### src/rtl/iter_shift_unit_if.sv
// Purpose: request/response bundle for the iterative shifter (operands in, status and result out).
// Latency: none (wiring only).
// Backpressure: none; the master must only expect a start to take effect while busy and done are low.
interface iter_shift_unit_if #(
    parameter int WIDTH   = 32,
    parameter int SHAMT_W = 5
);
    logic               start;
    logic [1:0]         op;
    logic [SHAMT_W-1:0] shamt;
    logic [WIDTH-1:0]   input_a;
    logic               busy;
    logic               done;
    logic [WIDTH-1:0]   shift_result;

    // Requester side: drives the operation, observes status and result.
    modport master (
        output start, op, shamt, input_a,
        input  busy, done, shift_result
    );

    // Shifter side.
    modport slave (
        input  start, op, shamt, input_a,
        output busy, done, shift_result
    );
endinterface

### src/rtl/iter_shift_unit.sv
// Purpose: one-bit-per-cycle shifter (SLL/SRL/SRA; op=11 is ROTR with ITER_SHIFT_ROTATE_EN, else SRL).
// Latency: done is high in the cycle after edge T0+shamt, where T0 is the edge that accepts start.
// Backpressure: start is sampled only in IDLE; inputs are ignored while busy or done.
module iter_shift_unit #(
    parameter int WIDTH   = 32,
    parameter int SHAMT_W = 5
) (
    input  logic          clk,
    input  logic          reset_n,
    iter_shift_unit_if.slave bus
);

    typedef enum logic [1:0] {
        IDLE  = 2'd0,
        SHIFT = 2'd1,
        DONE  = 2'd2
    } state_t;

    state_t             state;
    logic [SHAMT_W-1:0] cnt;
    logic [WIDTH-1:0]   work;
    logic [1:0]         op_q;
    logic [WIDTH-1:0]   work_nxt;

    // Single-step shift of the working register according to the latched op.
    always_comb begin
        work_nxt = work;
        case (op_q)
            2'b00:   work_nxt = {work[WIDTH-2:0], 1'b0};
            2'b01:   work_nxt = {1'b0, work[WIDTH-1:1]};
            2'b10:   work_nxt = {work[WIDTH-1], work[WIDTH-1:1]};
`ifdef ITER_SHIFT_ROTATE_EN
            2'b11:   work_nxt = {work[0], work[WIDTH-1:1]};
`else
            // Without the rotate option op=11 is a plain logical right shift.
            2'b11:   work_nxt = {1'b0, work[WIDTH-1:1]};
`endif
            default: work_nxt = work;
        endcase
    end

    // Control FSM; busy/done/shift_result are registered alongside the state.
    always_ff @(posedge clk or negedge reset_n) begin
        if (!reset_n) begin
            state            <= IDLE;
            cnt              <= '0;
            work             <= '0;
            op_q             <= 2'b00;
            bus.busy         <= 1'b0;
            bus.done         <= 1'b0;
            bus.shift_result <= '0;
        end else begin
            case (state)
                IDLE: begin
                    bus.done <= 1'b0;
                    if (bus.start) begin
                        work <= bus.input_a;
                        op_q <= bus.op;
                        cnt  <= bus.shamt;
                        if (bus.shamt == '0) begin
                            // Nothing to shift: publish the operand directly.
                            state            <= DONE;
                            bus.done         <= 1'b1;
                            bus.shift_result <= bus.input_a;
                        end else begin
                            state    <= SHIFT;
                            bus.busy <= 1'b1;
                        end
                    end
                end
                SHIFT: begin
                    work <= work_nxt;
                    cnt  <= cnt - 1'b1;
                    if (cnt == SHAMT_W'(1)) begin
                        // Last step: result is the freshly shifted value, not the stale register.
                        state            <= DONE;
                        bus.busy         <= 1'b0;
                        bus.done         <= 1'b1;
                        bus.shift_result <= work_nxt;
                    end
                end
                DONE: begin
                    state    <= IDLE;
                    bus.done <= 1'b0;
                end
                default: begin
                    state    <= IDLE;
                    bus.busy <= 1'b0;
                    bus.done <= 1'b0;
                end
            endcase
        end
    end

endmodule

### src/flat_wrapper.sv
// flat-port wrapper written by rule: the top's interface ports become plain ports
module iter_shift_unit_flat 
#(
    parameter int WIDTH   = 32,
    parameter int SHAMT_W = 5
)
  (clk, reset_n, bus_start, bus_op, bus_shamt, bus_input_a, bus_busy, bus_done, bus_shift_result);
  iter_shift_unit_if #(.WIDTH(WIDTH), .SHAMT_W(SHAMT_W)) bus_i ();
  input  logic clk;
  input  logic reset_n;
  input wire logic [$bits(bus_i.start)-1:0] bus_start;
  input wire logic [$bits(bus_i.op)-1:0] bus_op;
  input wire logic [$bits(bus_i.shamt)-1:0] bus_shamt;
  input wire logic [$bits(bus_i.input_a)-1:0] bus_input_a;
  output wire logic [$bits(bus_i.busy)-1:0] bus_busy;
  output wire logic [$bits(bus_i.done)-1:0] bus_done;
  output wire logic [$bits(bus_i.shift_result)-1:0] bus_shift_result;
  assign bus_i.start = bus_start;
  assign bus_i.op = bus_op;
  assign bus_i.shamt = bus_shamt;
  assign bus_i.input_a = bus_input_a;
  assign bus_busy = bus_i.busy;
  assign bus_done = bus_i.done;
  assign bus_shift_result = bus_i.shift_result;
  iter_shift_unit #(.WIDTH(WIDTH), .SHAMT_W(SHAMT_W)) u_core (.clk(clk), .reset_n(reset_n), .bus(bus_i));
endmodule
### config.mk
export PLATFORM = sky130hd
export DESIGN_NAME = iter_shift_unit_flat
export DESIGN_NICKNAME = d
export VERILOG_FILES = /design/src/rtl/iter_shift_unit_if.sv /design/src/rtl/iter_shift_unit.sv /design/src/flat_wrapper.sv
export SDC_FILE = /design/constraint.sdc
export NUM_CORES = 1
export LEC_CHECK = 0
export BUFFER_PORTS_ARGS = -buffer_cell sky130_fd_sc_hd__buf_2
export CAP_MARGIN = 5
export CORE_ASPECT_RATIO = 1.4
export CORE_MARGIN = 2
export CORE_UTILIZATION = 57
export CTS_CLUSTER_DIAMETER = 120
export DETAILED_ROUTE_END_ITERATION = 12
export GPL_TIMING_DRIVEN = 0
export PLACE_DENSITY = 0.82
export SETUP_SLACK_MARGIN = 0.4
export SYNTH_ARGS = -nofsm -noshare
export SYNTH_HDL_FRONTEND = slang
export SYNTH_SLANG_ARGS = --single-unit
### constraint.sdc
create_clock -name clk -period 4.2 [get_ports clk]
set_input_delay 0.84 -clock clk [delete_from_list [all_inputs] [get_ports clk]]
set_output_delay 0.84 -clock clk [all_outputs]
set_load 0.02 [all_outputs]
==> run_results.csv, run 1 <==
group,metric,value,unit
floorplan,io_pins,76,
cells_and_area,stdcell_area,4440,sq um
route,drt-initial-drc-count,198,
sta,relSlewSlack,58.4,%
sta,tightest_slew,0.619,ns
global_route,grt_max_degree,43,
place,port_buffers,75,
sta,hold_viol_final,0,
logic_synthesis,synth_top_area_share,50.0,%
global_route,overflow,0,
floorplan,die_w,72.6,um
worst_setup_path,start_kind,"register",
worst_setup_path,critPathKind,"reg2reg",
worst_setup_path,cp_max_fo,10,
route,vias,2638,
logic_synthesis,synthSimpleGateAreaFrac,6.30,%
sta,period_share,52.2,%
sta,setup_violations,0,
floorplan,rows,35,
worst_setup_path,r2r-end,"u_core.bus.shift_result[12]$_DFFE_PN0P_",
floorplan,core_area,6480,sq um
route,ant_nets,0,
cells_and_area,final_nets,437,
logic_synthesis,synth_xor_area_share,0,%
clock_tree,cts_buffer_depth,2,
logic_synthesis,synthTopCellsByArea,"dfrtp_1 50%, mux2_4 11%, mux2_2 11%",
clock_tree,cts.clk_slew.worst_paths,0.08,ns
clock_tree,holdBufCountCts,0,
cells_and_area,drive_gt1_share,42.2,%
worst_setup_path,cp.required,4.44,ns
floorplan,initial_core_util,57.9,%
worst_setup_path,reg2reg_setup_slack,2.01,ns
place,placed_cells,456,
clock_tree,numCtsBuffers,9,
flow_run,cap_viol_max_count,0,
worst_setup_path,cp.arrival,2.43,ns
clock_tree,cts_tree,"yes",
route,vias_per_cell,5.59,
logic_synthesis,ys_async_sr_fraction,100,%
logic_synthesis,ys.flop_type,"dfrtp_1",
route,drt-pass1-iter-count,4,
place,dp_hpwl,5620,um
pwr,ir_worst_vdd,498,uV
logic_synthesis,ys_seq_elements,75,
cells_and_area,areaGrowthSynthToFinish,18.2,%
worst_setup_path,r2r_cells,8,
sta,rsz0062_at_grt,"false",
cells_and_area,fill_cells,502,
cells_and_area,fin_cells,472,
logic_synthesis,netlist_instances,306,
logic_synthesis,yosys_warnings,0,
logic_synthesis,synth_area,3750,sq um
logic_synthesis,synthAdderAreaFrac,0.667,%
logic_synthesis,synth.avg_cell_area,12.3,sq um
cells_and_area,finish.utilization,68.5,%
logic_synthesis,synth_compound_area_share,8.77,%
global_route,grt.total_usage,22.9,%
route,drc,0,
logic_synthesis,syn_nets,350,
worst_setup_path,r2r_start,"u_core.cnt[1]$_DFFE_PN0P_",
place,place_area,4240,sq um
outcome,status,"finished clean",
clock_tree,cts_setup_buffers,0,
clock_tree,ctsRootBufferMaster,"clkbuf_8",
global_route,grt_pass1_vias,2687,
global_route,grt_antenna_before_repair,0,
cells_and_area,antenna_cells,0,
route,wl,7910,um
floorplan,die-area,7260,sq um
logic_synthesis,synthMuxAreaShare,30.1,%
logic_synthesis,synth.distinct_cells,31,
floorplan,fp.dieH,100,um
route,wire_per_inst,16.8,um
sta,max_freq,456,MHz
pwr,power-per-cell-area,924,nW/um^2
clock_tree,htree_levels,3,
logic_synthesis,seq_area_frac_synth,50.0,%
logic_synthesis,synth_area_leader_cell,"dfrtp_1",
clock_tree,cts_resized,0,
sta,finalCriticalPeriod,2.19,ns
place,finalWeightedCongestion,0.816,
sta,fin_worst_skew,0.00838,ns
clock_tree,clock_latency,0.35,ns
global_route,grt_pass1_wl,12800,um
sta,final.setup.tns,0,ns
clock_tree,cts.sinks,75,
sta,drv_slew,0,
pwr,p_leak,2.10,nW
logic_synthesis,synth_top_family_by_area,"multiplexers",
worst_setup_path,worstSetupEndpointType,"register",
hold_path,hold_path_class,"in2async",
logic_synthesis,synth_edf_count,0,
==> layout make-up <==
cell class	count	area [sq um]	share of cell area, %
clock buffers	10	128	2.88
plain buffers	18	133	2.99
repair buffers	76	398	8.97
flip-flops and latches	75	1880	42.3
clock inverters	6	66.3	1.49
multi-input cells	207	1720	38.8
well taps	74	92.6	2.09
inverters	6	22.5	0.508
==> layer usage <==
metal | vias to the layer above | part of all wire, % | track usage (%)
met1 | 1304 | 44 | 29.6
met3 | 15 | 3.4 | 3.71
met5 | - | 0 | 0
li1 | 1260 | - | -
met4 | 0 | 2.1 | 11.8
met2 | 59 | 50 | 37.0
==> registers in the layout, indices dropped and copies added (netlist names) <==
register / count
u_core.bus.shift_result: 32
u_core.bus.done: 1
u_core.op_q: 2
u_core.bus.busy: 1
u_core.cnt: 5
u_core.work: 32
u_core.state: 2
==> synth_stat cells, types with 6 or more instances <==
library cell and number:
a21oi_1 8, buf_2 7, clkbuf_1 7, dfrtp_1 75, inv_1 6, mux2_2 35
mux2_4 27, mux2i_1 33, nand2_1 33, nor2_1 7, o21ai_0 36
==> logic make-up after synthesis <==
group | after synthesis
muxes | 95
DFF | 75
AOI/OAI and AO/OA | 57
and+or+nand+nor | 53
buffers and inverters | 24
adders and majority gates | 2
==> report_power, final <==
part / switching (W) / total [W] / leakage, nW / internal, W
combinational: 0.00108 / 0.00218 / 1.11 / 0.00110
sequential: 0.000264 / 0.00136 / 0.910 / 0.00110
clock: 0.000277 / 0.000551 / 0.0885 / 0.000274
total: 0.00163 / 0.00410 / 2.10 / 0.00247
==> cells in the final DEF, fill, tap and decap left out <==
cell type,count
a22oi_1,1
dfrtp_1,75
clkinv_2,1
o41ai_2,1
clkbuf_8,9
nand3_1,3
o211a_1,1
buf_12,4
nor2b_1,1
inv_1,6
o21ai_0,36
nand2b_1,2
or4_4,1
mux2_4,27
clkinv_4,1
o22a_1,2
o22a_2,1
mux2i_1,33
nand2_1,33
a211oi_1,1
nor3b_1,2
o31ai_1,1
mux2_2,35
clkbuf_1,8
nor2_1,7
nor3_1,3
o21ai_1,1
a21oi_1,8
buf_6,1
a2bb2oi_1,1
ha_1,2
buf_4,1
nor2_4,1
o22ai_1,3
buf_2,81
bufinv_16,1
clkinvlp_4,3
==> critical path, cell delays in order (launching register included) <==
cell     delay, ns
dfrtp_1       0.39
inv_1         0.08
ha_1          0.14
inv_1         0.05
o41ai_2       0.54
o211a_1       0.24
buf_6         0.15
buf_12        0.16
mux2_4        0.30
==> worst max path at each step <==
stage	startpoint	end	slack, ns	cells after the start
finish	u_core.cnt[1]$_DFFE_PN0P_	u_core.bus.shift_result[12]$_DFFE_PN0P_	2.01	8
detailed placement	bus_shamt[3]	u_core.bus.shift_result[8]$_DFFE_PN0P_	1.66	7
global placement	bus_shamt[3]	u_core.bus.shift_result[12]$_DFFE_PN0P_	1.67	7
global route	u_core.cnt[1]$_DFFE_PN0P_	u_core.bus.shift_result[11]$_DFFE_PN0P_	1.91	8
floorplan	bus_shamt[3]	u_core.bus.shift_result[10]$_DFFE_PN0P_	1.88	6
CTS	u_core.cnt[1]$_DFFE_PN0P_	u_core.bus.shift_result[11]$_DFFE_PN0P_	2.00	8
==> per-stage QoR <==
step | total power, W | hold WS, ns | setup WS, ns
after floorplan | 0.00301 | 0.450 | 1.88
after global placement | 0.00347 | 0.476 | 1.67
after detailed placement | 0.00355 | 0.487 | 1.66
after CTS | 0.00411 | 0.437 | 2.00
after global routing | 0.00436 | 0.460 | 1.91
final | 0.00410 | 0.423 | 2.01
Power figures use the tool's default switching activity.
==> inputs of run 2 (changes only) <==
--- a/config.mk
+++ b/config.mk
@@ -9,11 +9,11 @@
 export CAP_MARGIN = 5
 export CORE_ASPECT_RATIO = 1.4
 export CORE_MARGIN = 2
-export CORE_UTILIZATION = 57
+export CORE_UTILIZATION = 50
 export CTS_CLUSTER_DIAMETER = 120
 export DETAILED_ROUTE_END_ITERATION = 12
 export GPL_TIMING_DRIVEN = 0
-export PLACE_DENSITY = 0.82
+export PLACE_DENSITY = 0.77
 export SETUP_SLACK_MARGIN = 0.4
 export SYNTH_ARGS = -nofsm -noshare
 export SYNTH_HDL_FRONTEND = slang
==> constraint.sdc (replaced) <==
create_clock -name clk -period 2 [get_ports clk]
set_input_delay 0.4 -clock clk [delete_from_list [all_inputs] [get_ports clk]]
set_output_delay 0.4 -clock clk [all_outputs]
set_load 0.02 [all_outputs]
==> run 2 against run 1 <==
Register-to-register slack got worse by 1.9 ns. Clock skew increased by 0.0011 ns. Worst setup slack got worse by 1.9 ns. Sequential share of layout area decreased by 5.5 points. Critical path type unchanged. Critical endpoint is now u_core.bus.shift_result[13]$_DFFE_PN0P_. Largest cell class is now multi-input combinational cells.
==> run_results.csv, run 2 (same netlist as run 1, synthesis figures left out) <==
group,metric,value,unit
sta,holdWs,0.300,ns
worst_setup_path,path_cells,"inv_2, ha_4, inv_2, o41ai_4, o211a_1, buf_6, buf_12, buf_12, mux2_4",
route,vias,2849,
cells_and_area,seq_area,1880,sq um
clock_tree,clock_latency,0.36,ns
floorplan,io_pins,76,
global_route,grt_max_degree,44,
place,dp_slack,-0.105,ns
worst_setup_path,cpPeakStageDelay,0.40,ns
worst_setup_path,crit_family,"buffers and inverters",
pwr,combPwrFrac,57.4,%
worst_setup_path,reg2reg_setup_slack,0.09,ns
flow_run,cap_viol_max_count,0,
global_route,overflow,0,
cells_and_area,antenna_cells,0,
pwr,ir_worst_vdd,1180,uV
place,port_buffers,75,
cells_and_area,final_cell_mix,"74 x buf_2, 72 x dfrtp_1, 38 x mux2_4, 29 x mux2i_1, 26 x nand2_1",
pwr,swShare,37.7,%
route,ant_nets,0,
clock_tree,cts.clk_slew.worst_paths,0.08,ns
route,drt-pass1-iter-count,4,
pwr,p_seq_share,28.1,%
cells_and_area,fill_cells,532,
sta,worst_slack,0.0859,ns
worst_setup_path,critPathKind,"reg2reg",
global_route,grt_pass1_vias,2910,
floorplan,core_area,7310,sq um
cells_and_area,final_common_cell,"buf_2",
worst_setup_path,cp_max_fo,10,
worst_setup_path,worstSetupEndpointType,"register",
worst_setup_path,cp_num_buf_inv,5,
place,dp_hpwl,5830,um
floorplan,fp.dieH,107,um
route,drt-initial-drc-count,173,
pwr,power-per-cell-area,2060,nW/um^2
worst_setup_path,r2r_cells,9,
route,wire_per_inst,17.5,um
worst_setup_path,r2r-end,"u_core.bus.shift_result[13]$_DFFE_PN0P_",
sta,relSlewSlack,67.5,%
place,placed_cells,479,
place,finalWeightedCongestion,0.762,
cells_and_area,fin_cells,519,
cells_and_area,multi_input_area,1950,sq um
cells_and_area,areaGrowthSynthToFinish,36.1,%
clock_tree,ctsRootBufferMaster,"clkbuf_8",
global_route,grt_antenna_before_repair,0,
outcome,status,"finished clean",
sta,fin_worst_skew,0.00950,ns
global_route,grt.total_usage,21.8,%
floorplan,die-area,8220,sq um
cells_and_area,drive_gt1_share,56.9,%
route,drc,0,
pwr,p_leak,2.41,nW
worst_setup_path,crit_start,"u_core.cnt[1]$_DFFE_PN0P_",
worst_setup_path,cp.arrival,2.15,ns
route,vias_per_cell,5.49,
floorplan,die_w,77.2,um
sta,max_freq,522,MHz
worst_setup_path,cp_num_cells,9,
sta,hold_viol_final,0,
clock_tree,cts_buffer_depth,2,
floorplan,initial_core_util,51.3,%
clock_tree,numCtsBuffers,9,
route,wl,9080,um
sta,period_share,95.7,%
cells_and_area,finish.utilization,69.8,%
cells_and_area,final_nets,461,
worst_setup_path,slowest_stage,"dfrtp_1",
sta,finalCriticalPeriod,1.91,ns
sta,drv_slew,0,
global_route,grt_pass1_wl,13800,um
pwr,cell_internal_pwr,0.00655,W
pwr,p_switching,0.00396,W
sta,setup_violations,0,
worst_setup_path,cp-endpoint,"u_core.bus.shift_result[13]$_DFFE_PN0P_",
hold_path,hold_path_class,"in2reg",
clock_tree,cts.sinks,75,
floorplan,rows,37,
sta,rsz0062_at_grt,"true",
clock_tree,htree_levels,3,
pwr,clockPowerShare,14.5,%
clock_tree,cts_tree,"yes",
sta,tightest_slew,0.488,ns
cells_and_area,largestRegisters,"u_core.bus.shift_result: 32 flops, u_core.work: 32 flops, u_core.cnt: 5 flops",
worst_setup_path,start_kind,"register",
worst_setup_path,cp.required,2.24,ns
worst_setup_path,r2r_start,"u_core.cnt[1]$_DFFE_PN0P_",
-- run 2: cell types whose count changed in the layout (fill, tap and decap cells not counted), sizes merged --
| cell | delta |
|---|---|
| clkbuf | +3 |
| clkinvlp | -3 |
| dlygate4sd3 | +1 |
| buf | +19 |
| bufinv | +3 |
| bufbuf | +1 |
-- run 2: layout make-up --
class | count | area share, %
inverter | 6 | 0.441
multi-input combinational | 207 | 38.3
tap | 97 | 2.38
sequential | 75 | 36.8
buffer | 18 | 4.14
timing repair buffer | 100 | 12.7
clock buffer | 10 | 2.50
clock inverter | 6 | 2.70
-- run 2: worst min path at each step --
stage,depth (start not counted),end,from,slack (ns)
floorplan,0,u_core.bus.busy$_DFFE_PN0P_,reset_n,0.10
global placement,2,u_core.work[0]$_DFFE_PN0P_,u_core.work[0]$_DFFE_PN0P_,0.48
detailed placement,1,u_core.cnt[3]$_DFFE_PN0P_,reset_n,0.38
CTS,2,u_core.op_q[0]$_DFFE_PN0P_,bus_op[0],0.28
global route,2,u_core.op_q[0]$_DFFE_PN0P_,bus_op[0],0.30
finish,2,u_core.op_q[0]$_DFFE_PN0P_,bus_op[0],0.30
-- run 2: layer usage --
layer,GRT usage [%],up-vias,part of all wire [%]
met1,25.2,1449,41
li1,-,1311,-
met3,3.14,18,3.6
met4,11.7,0,2.6
met2,38.6,71,53
met5,0,-,0
-- run 2: metrics by stage --
| step | TNS, ns | cell area [sq um] | power [W] |
|---|---|---|---|
| floorplan | 0 | 3760 | 0.00636 |
| global placement | -1.97 | 4260 | 0.00732 |
| detailed placement | -2.46 | 4280 | 0.00750 |
| CTS | 0 | 4800 | 0.00965 |
| global route | 0 | 5110 | 0.0111 |
| finish | 0 | 5110 | 0.0105 |
-- run 2: power groups by stage --
stage,registers (W),clock network (W),logic (W)
floorplan,0.00318,0,0.00318
finish,0.00295,0.00153,0.00603
CTS,0.00289,0.00156,0.00521
global placement,0.00285,0,0.00447
detailed placement,0.00290,0,0.00460
global route,0.00303,0.00163,0.00642
-- run 2: what timing repair did --
| item | 4_1_cts | 5_1_grt |
|---|---|---|
| hold endpoints to repair | 31 | 0 |
| pin swaps | 1 | 8 |
| buffers inserted | 12 | 9 |
| setup endpoints to repair | 67 | 71 |
| gates cloned | 1 | 1 |
| gates resized for setup | 36 | 87 |
| hold buffers | 1 | 0 |
